<file path="config.mk">
export PLATFORM = sky130hd
export DESIGN_NAME = univ_shift_reg
export DESIGN_NICKNAME = d
export VERILOG_FILES = /design/src/rtl/univ_shift_reg.sv
export SDC_FILE = /design/constraint.sdc
export NUM_CORES = 1
export LEC_CHECK = 0
export ABC_AREA = 1
export CAP_MARGIN = 20
export CORE_AREA = 2 2 39 41
export CTS_CLUSTER_SIZE = 14
export DETAILED_ROUTE_END_ITERATION = 12
export DIE_AREA = 0 0 41 43
export GPL_TIMING_DRIVEN = 0
export PLACE_DENSITY = 0.79
export SYNTH_ARGS = -nofsm -noshare
export SYNTH_HDL_FRONTEND = slang
export SYNTH_SLANG_ARGS = --single-unit
</file>
<file path="constraint.sdc">
create_clock -name clk -period 1.8 [get_ports clk]
set_input_delay 0.18 -clock clk [delete_from_list [all_inputs] [get_ports clk]]
set_output_delay 0.18 -clock clk [all_outputs]
set_load 0.005 [all_outputs]
</file>
<file path="src/rtl/univ_shift_reg.sv">
// Universal shift register: load, bidirectional/arithmetic shift, rotate and clear,
// with a saturating shift counter and a one-cycle done pulse for SERDES use.
module univ_shift_reg #(
  parameter  int WIDTH = 4,
  localparam int CW    = $clog2(WIDTH + 1)
) (
  input  logic             clk,
  input  logic             rst,
  input  logic             en,
  input  logic [2:0]       mode,
  input  logic             sin_l,
  input  logic             sin_r,
  input  logic [WIDTH-1:0] d,
  output logic [WIDTH-1:0] q,
  output logic             sout_l,
  output logic             sout_r,
  output logic [CW-1:0]    cnt,
  output logic             done
);

  localparam logic [CW-1:0] CNT_MAX  = CW'(WIDTH);
  localparam logic [CW-1:0] CNT_LAST = CW'(WIDTH - 1);
  localparam logic [CW-1:0] CNT_ONE  = CW'(1);

  logic [WIDTH-1:0] q_r;
  logic [CW-1:0]    cnt_r;
  logic             done_r;
  logic [WIDTH-1:0] next_q_s;
  logic             shift_s;
  logic             cnt_clr_s;
  logic             cnt_sat_s;

  assign cnt_sat_s = (cnt_r == CNT_MAX);

  // Next register value and operation class for the selected mode
  always_comb begin
    next_q_s  = q_r;
    shift_s   = 1'b0;
    cnt_clr_s = 1'b0;
    case (mode)
      3'b000: begin
        next_q_s = q_r;
      end
      3'b001: begin
        next_q_s = {q_r[WIDTH-2:0], sin_l};
        shift_s  = 1'b1;
      end
      3'b010: begin
        next_q_s = {sin_r, q_r[WIDTH-1:1]};
        shift_s  = 1'b1;
      end
      3'b011: begin
        next_q_s = {q_r[WIDTH-2:0], q_r[WIDTH-1]};
        shift_s  = 1'b1;
      end
      3'b100: begin
        next_q_s = {q_r[0], q_r[WIDTH-1:1]};
        shift_s  = 1'b1;
      end
      3'b101: begin
        next_q_s  = d;
        cnt_clr_s = 1'b1;
      end
      3'b110: begin
        next_q_s = {q_r[WIDTH-1], q_r[WIDTH-1:1]};
        shift_s  = 1'b1;
      end
      3'b111: begin
        next_q_s  = {WIDTH{1'b0}};
        cnt_clr_s = 1'b1;
      end
      default: begin
        next_q_s  = q_r;
        shift_s   = 1'b0;
        cnt_clr_s = 1'b0;
      end
    endcase
  end

  // Register, counter and done-pulse state
  always_ff @(posedge clk or posedge rst) begin
    if (rst) begin
      q_r    <= {WIDTH{1'b0}};
      cnt_r  <= {CW{1'b0}};
      done_r <= 1'b0;
    end else if (en) begin
      q_r    <= next_q_s;
      done_r <= shift_s && (cnt_r == CNT_LAST);
      if (cnt_clr_s) begin
        cnt_r <= {CW{1'b0}};
      end else if (shift_s && !cnt_sat_s) begin
        cnt_r <= cnt_r + CNT_ONE;
      end else begin
        cnt_r <= cnt_r;
      end
    end else begin
      done_r <= 1'b0;
    end
  end

  assign q      = q_r;
  assign cnt    = cnt_r;
  assign done   = done_r;
  assign sout_l = q_r[WIDTH-1];
  assign sout_r = q_r[0];

endmodule

</file>
# Word-level counts from Yosys, hierarchy flattened
# Index checks and enable logic that the tools add are counted.
# word_totals
ff_bits	8
wordCells	32
output_inout_bits	10
# classes
n_addsub	1
reduce_logical	10
bitwise_logic	2
n_mux	6
n_eq_ne	9
# ops
op	count
4-bit one-hot mux with 7 select lines	1
3-bit equality test (second input constant)	5
3-bit by 2-bit equality test with 1-bit output (second input constant)	3
3-bit two-way mux	2
5-bit OR reduction	1
2-bit AND reduction	2
3-bit by 1-bit adder with 3-bit output (second input constant)	1
3-bit by 1-bit equality test with 1-bit output (second input constant)	1
3-bit zero test	1
1-bit two-way mux	3
3-bit AND reduction	1
1-bit logical AND	2
1-bit NOT	2
2-bit nonzero test	1
2-bit OR reduction	1
1-bit zero test	1

# Logic depth before layout (Yosys ltp)
# Gate-level depths: netlist (run 1).
# depth
word_depth	6
mapped_depth	8

# Least setup slack after synthesis (run 1)
# Ideal clock, no wire load.
# synth_timing
kind	register to register
startpoint	reg cnt_r[0] (netlist: cnt[0])
endpoint	reg cnt_r[2] (netlist: cnt[2])
setup_ns	0.076
synth_period_minus_slack_ns	1.128
t_arrival_ns	1.052
slack_ns	0.672
stages_incl_launch_ff	6
required_time_ns	1.724
cell_sequence	dfrtp_1 > ha_1 > ha_1 > inv_1 > nand2_1 > o21ai_1
# synth_between
elab_chain_len	5
elab_cells_between_ends	8
classes_between	add/sub: 1; eq/ne: 1; mux: 2; reduce/logical: 4
# synth_rtl
element	line	source
from (decl)	26	logic [CW-1:0] cnt_r;
from (signal assigned)	84	cnt_r <= {CW{1'b0}};
from (signal assigned)	90	cnt_r <= {CW{1'b0}};
from (signal assigned)	92	cnt_r <= cnt_r + CNT_ONE;
branches (longest 5 deep; another with 3-bit by 1-bit adder with 3-bit output)	-	
# Several ways; the timed one is not identified. The select of a mux whose other input is x is not followed.
# A chain may end at the register's enable or synchronous reset.

# Worst setup path after layout (run 1)
# layout_timing
startpoint	reg q_r[0] (netlist: q[0])
endpoint	out q[0]
# layout_lines
element	line	source
from (decl)	25	logic [WIDTH-1:0] q_r;
from (signal assigned)	83	q_r <= {WIDTH{1'b0}};
from (signal assigned)	87	q_r <= next_q_s;
to (decl)	14	output logic [WIDTH-1:0] q,
# No word-level cell between the ends.

==> results of run 1 <==
## final cells by class
type                       instances  area (um^2)  area share, %
tap                               16         20.0           2.41
sequential                         8          200           24.1
inverter                          12         50.0           6.03
buffer                             2         15.0           1.81
timing repair buffer              21          210           25.3
multi-input combinational         65          312           37.6
clock buffer                       3         22.5           2.71
## final timing paths
check / from / end / depth (start not counted)
max: q[0]$_DFFE_PP0P_ / q[0] / 2
min: rst / done$_DFF_PP0_ / 2
max reg2reg: cnt[0]$_DFFE_PP0P_ / cnt[2]$_DFFE_PP0P_ / 5
min reg2reg: cnt[1]$_DFFE_PP0P_ / cnt[1]$_DFFE_PP0P_ / 2
max in group asynchronous: rst / q[2]$_DFFE_PP0P_ / 2
min in group clk: cnt[1]$_DFFE_PP0P_ / cnt[1]$_DFFE_PP0P_ / 2
## Yosys cell counts
library cell | n | area (um^2)
nand2_1 | 30 | 113
nor2_1 | 13 | 48.8
inv_1 | 9 | 33.8
nand3_1 | 9 | 45.0
dfrtp_1 | 8 | 200
ha_1 | 3 | 37.5
o21ai_1 | 3 | 15.0
buf_4 | 2 | 15.0
inv_2 | 2 | 7.51
nand2_2 | 2 | 12.5
nor2_2 | 2 | 12.5
clkinv_4 | 1 | 8.76
nand2_4 | 1 | 11.3
nor2_4 | 1 | 11.3
o21ai_0 | 1 | 5.00
## routing by layer
| metal | up-vias | global-route usage [%] | part of all wire, % |
|---|---|---|---|
| met4 | 0 | 12.0 | 0.90 |
| li1 | 314 | - | - |
| met3 | 2 | 1.57 | 6.4 |
| met1 | 262 | 18.9 | 45 |
| met5 | - | 0 | 0 |
| met2 | 18 | 24.1 | 47 |
## critical path, stage by stage, from the launching register on
cell and delay [ns]:
dfrtp_1 0.42, buf_4 0.13, clkdlybuf4s50_1 0.48
## state kept, by name, summed over array words and instances, names as in the netlist
name,cells
q,4
cnt,3
done,1
## report_power, final
group	leakage (nW)	internal, W	switching, W	total, W
combinational	0.308	0.000177	0.000127	0.000304
clock	0.0138	0.0000759	0.0000550	0.000131
sequential	0.0992	0.000223	0.0000463	0.000269
total	0.421	0.000476	0.000228	0.000704
## stage by stage
stage | area [um^2] | worst slack, ns | hold slack, ns | utilization (%)
after global placement | 807 | 0.322 | 0.444 | 58.3
after CTS | 830 | 0.321 | 0.173 | 59.9
after floorplan | 577 | 0.672 | -0.00434 | -
after global routing | 830 | 0.279 | 0.213 | 59.9
final | 830 | 0.343 | 0.167 | 59.9
after detailed placement | 807 | 0.312 | 0.452 | 58.3
## logic make-up after synthesis
kind of cell,after synthesis,synth area share (%)
AOI/OAI and AO/OA,4,3.47
adders and majority gates,3,6.51
buffers and inverters,14,11.3
DFF,8,34.7
and+or+nand+nor,58,44.0
==> impl_metrics.ini, run 1 <==
[run_status]
status = complete, no violations

[die]
start_util_pct = 41.7
fp-row-count = 14
num_io_pins = 22
chipHeight_um = 43
die_x_um = 41
coreArea_um2 = 1380
dieArea_um2 = 1760

[clock_tree]
postCtsSetupBuffers = 0
cts_tree = done
clock_path_buffers = 2
cts_resized = 0
numCtsBuffers = 3
hold_buffers = 0
clockRootBuffer = clkbuf_4
clock_sinks = 8
htreeDepth = 1
insertion_delay_ns = 0.25
clkTransAtPathRegs_ns = 0.05

[route]
wire_per_inst_um = 9.66
vias = 596
ant_nets = 0
wl_um = 1230
drc_errors = 0
drt_pass1_iterations = 4
viasPerCell = 4.69
drtIter0Drc = 8

[timing]
max_freq_mhz = 687
clock-skew-final_ns = 0.00171
slew_viol_final = 0
finalSetupViolations = 0
period_minus_slack_ns = 1.46
period_share_pct = 80.9
tns_ns = 0
worstMarginPinSlew_ns = 0.288
rsz0062_at_grt = no
hold_viol = 0
relSlewSlack_pct = 80.7

[synth]
synth_area_per_cell_um2 = 6.63
yosysSeqAreaShare_pct = 34.7
yosysWarnings = 0
syn_inst = 87
synth-seq-cells = 8
synth_nets = 102
syn_area_um2 = 577
post_synth_num_cell_types = 15

[worst_setup_path]
path_class = reg -> out
crit_arrival_ns = 1.28
cp-end-kind = output port
cp-start-kind = flop
required_ns = 1.62
reg2reg_slack_ns = 0.59
path_max_fanout = 5

[placed_design]
dpl.hpwl_um = 1000
dp_cells = 124
gp_congestion = 0.715
port-buffer-count = 21

[power]
power_density_nw_per_um2 = 849
p_total_w = 0.000704
ir_worst_vdd_mv = 0.575
power_leakage_nw = 0.421

[finish]
antennaDiodeCount = 0
syn2layout_area_growth_pct = 43.8
fin_nets = 128
nFillCells = 142
fin_cells = 127
mostFrequentLayoutCells = 30 x nand2_1, 21 x clkdlybuf4s50_1, 13 x nor2_1
layout_commonest_cell = nand2_1
drive_gt1_share_pct = 12.6

[worst_hold_path]
hold_class = in -> async

[grt]
antenna_found_initial = 0
grt_pass1_vias = 490
grt-ovfl-total = 0
grt_first_pass_wirelength_um = 1850
grt_max_degree = 9
grt_usage_pct = 15.7

[flow_run]
drv_cap = 0
No activity file was read; power rests on OpenSTA's default activity.
==> run 2: changes to the inputs <==
- CORE_AREA: 2 2 39 41 -> not set
- CORE_MARGIN: not set -> 2
- CORE_UTILIZATION: not set -> 38
- DIE_AREA: 0 0 41 43 -> not set
- PLACE_DENSITY: 0.79 -> 0.74
- clock period: 1.8 -> 1.2 ns (I/O delays scaled with it)
==> run 2 against run 1 <==
Total power is 74% higher. Global-route usage is 2.6 points higher. Worst setup slack worse by 0.31 ns. Hold slack worse by 0.047 ns. Die area is 4.7% higher. Non-clock buffer count is 7 higher. Via count is 7.6% higher. Critical path depth is 3 higher. Cell count is 5.5% higher.
==> impl_metrics.ini, run 2 (synthesized netlist as in run 1, its figures left out) <==
[run_status]
status = complete, no violations

[worst_setup_path]
max_stage_delay_ns = 0.41
critPathTopFamily = adder cells
path_class = reg -> reg
path_max_fanout = 4
crit_slowest_cell = dfrtp_1
cp-end-kind = flop
startpoint = cnt[0]$_DFFE_PP0P_
path_buf_inv = 1
cp-start-kind = flop
worstPathCellList = ha_2 > ha_1 > inv_1 > nand2_1 > o21ai_2
required_ns = 1.38
r2r_start = cnt[0]$_DFFE_PP0P_
crit_arrival_ns = 1.35

[die]
coreArea_um2 = 1470
fp-row-count = 14
start_util_pct = 39.2
chipHeight_um = 43.0
die_x_um = 43.0
num_io_pins = 22
dieArea_um2 = 1850

[timing]
period_minus_slack_ns = 1.17
rsz0062_at_grt = yes
relSlewSlack_pct = 78.5
hold_viol = 0
whs_ns = 0.120
period_share_pct = 97.5
clock-skew-final_ns = 0.00447
max_freq_mhz = 855
finalSetupViolations = 0
tns_ns = 0
slew_viol_final = 0
worstMarginPinSlew_ns = 0.322

[clock_tree]
clockRootBuffer = clkbuf_4
hold_buffers = 0
htreeDepth = 1
clkTransAtPathRegs_ns = 0.06
insertion_delay_ns = 0.25
cts_tree = done
clock_sinks = 8
numCtsBuffers = 3
clock_path_buffers = 2

[route]
drt_pass1_iterations = 4
drc_errors = 0
wire_per_inst_um = 11.7
viasPerCell = 4.78
wl_um = 1570
ant_nets = 0
drtIter0Drc = 4
vias = 641

[worst_hold_path]
hold_class = in -> async

[placed_design]
dpl.hpwl_um = 1020
port-buffer-count = 21
gp_congestion = 0.798

[finish]
mostFrequentLayoutCells = 30 x nand2_1, 13 x nor2_1, 9 x buf_4
largest_register_ff_count = 4
final_core_util_pct = 62.2
layout_commonest_cell = nand2_1
syn2layout_area_growth_pct = 58.8
antennaDiodeCount = 0
fin_nets = 135
drive_gt1_share_pct = 22.9
nFillCells = 146

[power]
power_leakage_nw = 0.519
ir_worst_vdd_mv = 0.934
power_frac_seq_pct = 31.7
p_int_w = 0.000789
p_comb_share_pct = 51.6
power_density_nw_per_um2 = 1330
pwr-share-clk_pct = 16.7
switching_share_pct = 35.4
power.switching_w = 0.000433

[grt]
antenna_found_initial = 0
grt_usage_pct = 18.3
grt_pass1_vias = 649
grt_first_pass_wirelength_um = 2580
grt_max_degree = 9
grt-ovfl-total = 0

[flow_run]
drv_cap = 0
run 2: cell count changes in the layout (fill, tap and decap cells not counted), moves of 2 or more:
cell / before / now
buf_4: 2 / 9
dlymetal6s2s_1: 0 / 4
dlygate4sd2_1: 0 / 7
ha_1: 3 / 1
clkdlybuf4s50_1: 21 / 8
run 2: power groups by stage:
stage	clock, W	combinational (W)	sequential, W
after floorplan	0	0.000226	0.000400
after global placement	0	0.000454	0.000406
after detailed placement	0	0.000470	0.000408
after CTS	0.000207	0.000512	0.000383
after global routing	0.000217	0.000705	0.000397
final	0.000205	0.000630	0.000387
run 2: timing repair:
action / in CTS / in global routing
setup endpoints to repair: 10 / 9
pin swaps: 1 / 1
setup buffers: 6 / 1
resized for setup: 10 / 13
run 2: worst paths after layout:
path | slack (ns) | cells after the start | end
max | 0.03 | 5 | cnt[2]$_DFFE_PP0P_
min in group clk | 0.43 | 7 | q[3]$_DFFE_PP0P_
max reg2reg | 0.03 | 5 | cnt[2]$_DFFE_PP0P_
max in group asynchronous | 0.84 | 2 | q[1]$_DFFE_PP0P_
min | 0.12 | 2 | cnt[2]$_DFFE_PP0P_
min reg2reg | 0.57 | 2 | cnt[0]$_DFFE_PP0P_
run 2: per-stage QoR:
step | cells | instance area, um^2 | power (W) | setup WS, ns
2_1_floorplan | 87 | 577 | 0.000626 | 0.0720
3_3_place_gp | 124 | 807 | 0.000860 | -0.224
3_5_place_dp | 124 | 807 | 0.000877 | -0.245
4_1_cts | 133 | 866 | 0.00110 | 0.0107
5_1_grt | 134 | 916 | 0.00132 | -0.0414
6_report | 134 | 916 | 0.00122 | 0.0304
run 2: final cells by class:
type / instances / area (um^2) / share of cell area [%]
inverters: 12 / 50.0 / 5.46
well taps: 16 / 20.0 / 2.19
multi-input cells: 65 / 343 / 37.4
clock buffers: 3 / 22.5 / 2.46
flip-flops and latches: 8 / 200 / 21.9
repair buffers: 28 / 265 / 29.0
plain buffers: 2 / 15.0 / 1.64
run 2: worst register-to-register path, stage by stage (launching register included):
cell and delay, ns:
dfrtp_1 0.41, ha_2 0.20, ha_1 0.26, inv_1 0.05, nand2_1 0.06, o21ai_2 0.12
run 2: layer usage:
metal | GRT usage (%) | vias to the layer above | routed length [um]
met5 | 0 | - | 0
met4 | 9.09 | 0 | 24
met3 | 3.40 | 4 | 113
met2 | 33.9 | 25 | 829
met1 | 19.3 | 282 | 599
li1 | - | 330 | -
